==> src/rtl/shift_r_pkg.sv <==
// ============================================================================
// Module   : shift_r_pkg
// Brief    : Shared types and default sizes for the shift_r_sched block.
// Revision : 1.0 - initial release
// ============================================================================
`default_nettype none

package shift_r_pkg;

    typedef enum logic [0:0] {
        EMPTY = 1'b0,
        HOLD  = 1'b1
    } state_e;

    localparam int unsigned C_DEFAULT_SHIFT_WIDTH = 5;
    localparam int unsigned C_DEFAULT_NREQ        = 4;

endpackage

`default_nettype wire

==> src/rtl/shift_r_nbit_arith.sv <==
// ============================================================================
// Module   : shift_r_nbit_arith
// Brief    : Combinational arithmetic right shift, sign-filled.
// Revision : 1.0 - initial release
// ============================================================================
`default_nettype none

module shift_r_nbit_arith #(
    parameter int WIDTH       = 32,
    parameter int SHIFT_WIDTH = 5
) (
    input  logic [WIDTH-1:0]       i_a,
    input  logic [SHIFT_WIDTH-1:0] i_shamt,
    output logic [WIDTH-1:0]       o_y
);

    assign o_y = WIDTH'($signed(i_a) >>> i_shamt);

endmodule

`default_nettype wire

==> src/rtl/shift_r_sched.sv <==
// ============================================================================
// Module   : shift_r_sched
// Brief    : Round-robin scheduler sharing one arithmetic right shifter among
//            NREQ requesters, with a one-entry registered result.
// Revision : 1.0 - initial release
// ============================================================================
`default_nettype none

module shift_r_sched
    import shift_r_pkg::*;
#(
    parameter int WIDTH       = 32,
    parameter int NREQ        = int'(C_DEFAULT_NREQ),
    parameter int SHIFT_WIDTH = int'(C_DEFAULT_SHIFT_WIDTH)
) (
    input  logic                      clk,
    input  logic                      rst_n,
    input  logic [NREQ-1:0]           req_valid,
    output logic [NREQ-1:0]           req_ready,
    input  logic [NREQ*WIDTH-1:0]     req_a,
    input  logic [NREQ*WIDTH-1:0]     req_b,
    output logic                      rsp_valid,
    input  logic                      rsp_ready,
    output logic [WIDTH-1:0]          rsp_y,
    output logic [$clog2(NREQ)-1:0]   rsp_id
);

    localparam int IDW = $clog2(NREQ);

    state_e           state_q, state_d;
    logic [IDW-1:0]   ptr_q,   ptr_d;
    logic [IDW-1:0]   id_q,    id_d;
    logic [WIDTH-1:0] y_q,     y_d;

    logic             found;
    logic [IDW-1:0]   win;
    logic             accept;
    logic [WIDTH-1:0] a_mux;
    logic [WIDTH-1:0] b_mux;
    logic [WIDTH-1:0] shift_y;
    logic             unused_b_hi;

    // Round-robin search; NREQ is a power of two so IDW-bit addition wraps.
    always_comb begin
        found = 1'b0;
        win   = ptr_q;
        for (int k = 0; k < NREQ; k++) begin
            if (!found && req_valid[ptr_q + IDW'(k)]) begin
                found = 1'b1;
                win   = ptr_q + IDW'(k);
            end
        end
    end

    assign accept = rst_n && found && ((state_q == EMPTY) || rsp_ready);

    always_comb begin
        req_ready = '0;
        for (int i = 0; i < NREQ; i++) begin
            req_ready[i] = accept && (win == IDW'(i));
        end
    end

    assign a_mux       = req_a[win*WIDTH +: WIDTH];
    assign b_mux       = req_b[win*WIDTH +: WIDTH];
    assign unused_b_hi = ^b_mux[WIDTH-1:SHIFT_WIDTH];

    shift_r_nbit_arith #(
        .WIDTH       (WIDTH),
        .SHIFT_WIDTH (SHIFT_WIDTH)
    ) u_shift (
        .i_a     (a_mux),
        .i_shamt (b_mux[SHIFT_WIDTH-1:0]),
        .o_y     (shift_y)
    );

    always_comb begin
        state_d = state_q;
        ptr_d   = ptr_q;
        id_d    = id_q;
        y_d     = y_q;
        if (accept) begin
            state_d = HOLD;
            ptr_d   = win + IDW'(1);
            id_d    = win;
            y_d     = shift_y;
        end else if ((state_q == HOLD) && rsp_ready) begin
            state_d = EMPTY;
        end
    end

    always_ff @(posedge clk or negedge rst_n) begin
        if (!rst_n) begin
            state_q <= EMPTY;
            ptr_q   <= '0;
            id_q    <= '0;
            y_q     <= '0;
        end else begin
            state_q <= state_d;
            ptr_q   <= ptr_d;
            id_q    <= id_d;
            y_q     <= y_d;
        end
    end

    assign rsp_valid = (state_q == HOLD);
    assign rsp_y     = y_q;
    assign rsp_id    = id_q;

endmodule

`default_nettype wire

==> config.mk <==
export PLATFORM = sky130hd
export DESIGN_NAME = shift_r_sched
export DESIGN_NICKNAME = d
export VERILOG_FILES = /design/src/rtl/shift_r_pkg.sv /design/src/rtl/shift_r_nbit_arith.sv /design/src/rtl/shift_r_sched.sv
export SDC_FILE = /design/constraint.sdc
export NUM_CORES = 1
export LEC_CHECK = 0
export CAP_MARGIN = 15
export CORE_AREA = 2 2 116 118
export CTS_CLUSTER_SIZE = 28
export DETAILED_ROUTE_END_ITERATION = 7
export DIE_AREA = 0 0 118 120
export PLACE_DENSITY = 0.78
export RECOVER_POWER = 50
export SYNTH_ARGS = -nofsm -noshare
export SYNTH_HDL_FRONTEND = slang
export SYNTH_SLANG_ARGS = --single-unit
export TNS_END_PERCENT = 20
==> constraint.sdc <==
create_clock -name clk -period 6.6 [get_ports clk]
set_clock_uncertainty 0.2 [all_clocks]
set_input_delay 1.98 -clock clk [delete_from_list [all_inputs] [get_ports clk]]
set_output_delay 1.98 -clock clk [all_outputs]
set_load 0.01 [all_outputs]
==> results.md, run 1 <==
- Via count: 5278
- Syn Area/Cell: 7.34 um^2
- Number of synthesized register bits: 37
- Critical path type: in -> out
- Fin crit period: 6.40 ns
- Total grt overflow: 0
- HPWL after detailed placement: 12700 um
- Routed Antenna Nets: 0
- WP data required: 4.42 ns
- Worst-path fanout max: 7
- Ys flop type: dfrtp_1
- Relative max-transition margin: -0.324
- Largest net degree at the start of global routing: 69
- Vias in the first global route: 5036
- Final setup violation count: 0
- Core ar.: 13000 um^2
- Period Utilization, post-route: 0.969
- Pwr/cell area: 495 nW/um^2
- Hold Buf Count CTS: 0
- Fraction of registers with async set/reset: 1.00
- CTS Buffer Depth: 2
- Vias per cell: 5.61
- Hold Slack: 0.264 ns
- Pre-CTS setup slack: 0.215 ns
- N_diodes: 0
- Worst setup SP type: input pin
- Final #Nets: 1031
- Post-CTS sizing: 0
- Multi-input gate area: 3150 um^2
- H-tree depth: 2
- YS warnings: 0
- # rows: 42
- CTS tree: yes
- Post-Route WL: 16100 um
- Crit path DAT: 4.22 ns
- Seq/Total Area, Yosys: 0.213
- Final Hold Fails: 0
- Synth-to-Final Area Change: 51.1%
- First drt pass iteration count: 6
- DIE HEIGHT: 120 um
- Maxcap violations: 1
- Final RePlAce weighted congestion: 0.958
- Die Footprint: 14200 um^2
- Non-Filler Instances: 941
- Commonest non-fill, non-tap cell in the layout: clkdlybuf4s50_1
- Commonest cells after routing, fill and taps aside: clkdlybuf4s50_1 (174), nand2_1 (120), mux2i_1 (79)
- Max IR drop VDD: 0.000215 V
- Leakage: 2.77 nW
- Final slew viol count: 38
- Avg WL per Cell: 17.2 um
- Min-Delay Path Class: reg -> reg
- Post-Syn Area: 4350 um^2
- Failing checks: max-capacitance violations, max-slew violations
- Least-Margin Pin Slew: 1.99 ns
- Number of flops mapped to enable cells by yosys: 0
- Post-route cell area: 6580 um^2
- Setup bufs post-CTS: 0
- Clk_lat worst skew: 0.28 ns
- Port Buffers: 193
- FF+latch area: 926 um^2
- Synthesized Nets: 860
- Initial Util: 0.335
- Synth Instances: 593
- Clock Tree Root: clkbuf_16
- Placed inst area: 6390 um^2
- Drt first-iter violations: 494
- Residual DRC: 0
- TNS Setup: 0 ns
- Post-route setup slack: 0.201 ns
- Die X: 118 um
- TritonCTS buffer count: 5
- Sink Count: 37
- First-pass GRT wire length: 25500 um
- Initial antenna violation count: 0
- Ports: 302
- Fillcell total: 1311
- RSZ-0062 raised after global routing: false
- Clock slew at reported path FFs: 0.06 ns
- Status: finished with violations
- Global-route usage over all layers: 0.221
- Max Fclk: 156 MHz
- Distinct cell type count of the synthesized netlist: 52
- Placed Cells incl. Taps: 933
- Endpoint class of the critical path: output pin
- Layout cell share with drive strength beyond 1: 0.0536
## cells by family (layout without fill, tap and decap cells)
family | Yosys count | in the layout | synth area share
mux | 81 | 81 | 0.187
buf+inv | 52 | 224 | 0.0627
simple gates | 213 | 213 | 0.214
compound gates | 206 | 206 | 0.312
flops | 37 | 37 | 0.213
fa+ha+maj | 4 | 4 | 0.0115
## flip-flops by register name, summed over array words and instances (netlist names)
register	flops
rsp_id	2
rsp_valid	1
rsp_y	32
ptr_q	2
## where the power goes
| part | switching [W] | total [W] | internal [W] |
|---|---|---|---|
| Sequential | 0.0000679 | 0.000404 | 0.000336 |
| Clock | 0.0000938 | 0.000311 | 0.000218 |
| Combinational | 0.00151 | 0.00254 | 0.00103 |
## worst paths after layout
path                              start           end  slack [ns]  cells after the start
setup / recovery           req_valid[2]  req_ready[2]        0.20                      8
hold / removal                rsp_y[30]     rsp_y[30]        0.26                      2
setup reg to reg               ptr_q[1]      rsp_y[9]        2.42                     12
hold reg to reg               rsp_y[30]     rsp_y[30]        0.26                      2
max in group asynchronous         rst_n     rsp_y[11]        2.85                      2
min in group asynchronous         rst_n      ptr_q[0]        2.21                      2
## cell type report
type                    instances  area share
inverters                       3     0.00171
repair buffers                213       0.315
flip-flops and latches         37       0.141
clock inverters                 3      0.0105
multi-input cells             504       0.479
clock buffers                   5      0.0190
well taps                     176      0.0335
## synth_stat cells, types with 2 or more instances
cell type / instances / share of area
dfrtp_1: 37 / 0.21
nand2b_1: 3 / 0.0043
mux2i_1: 79 / 0.18
o211ai_1: 13 / 0.022
buf_4: 3 / 0.0052
a22oi_1: 9 / 0.016
o221ai_1: 5 / 0.010
and2_1: 10 / 0.014
o21ai_1: 17 / 0.020
o22ai_1: 18 / 0.026
a221oi_2: 4 / 0.014
inv_2: 2 / 0.0017
nand2_1: 120 / 0.10
mux2_2: 2 / 0.0052
buf_6: 4 / 0.010
ha_1: 4 / 0.012
or2_1: 2 / 0.0029
nor3_1: 14 / 0.016
clkbuf_1: 16 / 0.014
o21ai_0: 15 / 0.017
buf_2: 20 / 0.023
nor4_1: 2 / 0.0029
nand3_1: 14 / 0.016
a211oi_1: 3 / 0.0052
buf_1: 5 / 0.0043
nor2_1: 37 / 0.032
a22o_1: 31 / 0.062
a21oi_1: 75 / 0.086
nor2b_1: 4 / 0.0058
a32oi_1: 2 / 0.0040
a211o_1: 2 / 0.0040
## stage by stage
stage / total power [W] / utilization
global placement: 0.00288 / 0.492
floorplan: 0.00213 / -
finish: 0.00325 / 0.507
CTS: 0.00325 / 0.507
detailed placement: 0.00292 / 0.492
global route: 0.00349 / 0.507
## per-layer routing
layer | track usage | routed length (um) | vias up
li1 | - | - | 2534
met1 | 0.297 | 7140 | 2422
met2 | 0.371 | 7360 | 296
met3 | 0.0347 | 1230 | 26
met4 | 0.0565 | 426 | 0
met5 | 0 | 0 | -
## critical path: stages
cell and delay [ns]:
clkdlybuf4s50_1 0.48, or3_4 0.43, nand4b_4 0.18, nand2_2 0.09, buf_4 0.18, ha_1 0.19, and2_1 0.13, clkdlybuf4s50_1 0.55
Note: power is estimated with default switching activity, not from simulation.
==> run 2: changes to the inputs <==
TNS_END_PERCENT = 5   (was 20)
==> results of run 2 <==
The final DEF is identical to that of run 1; final timing and power are the same.
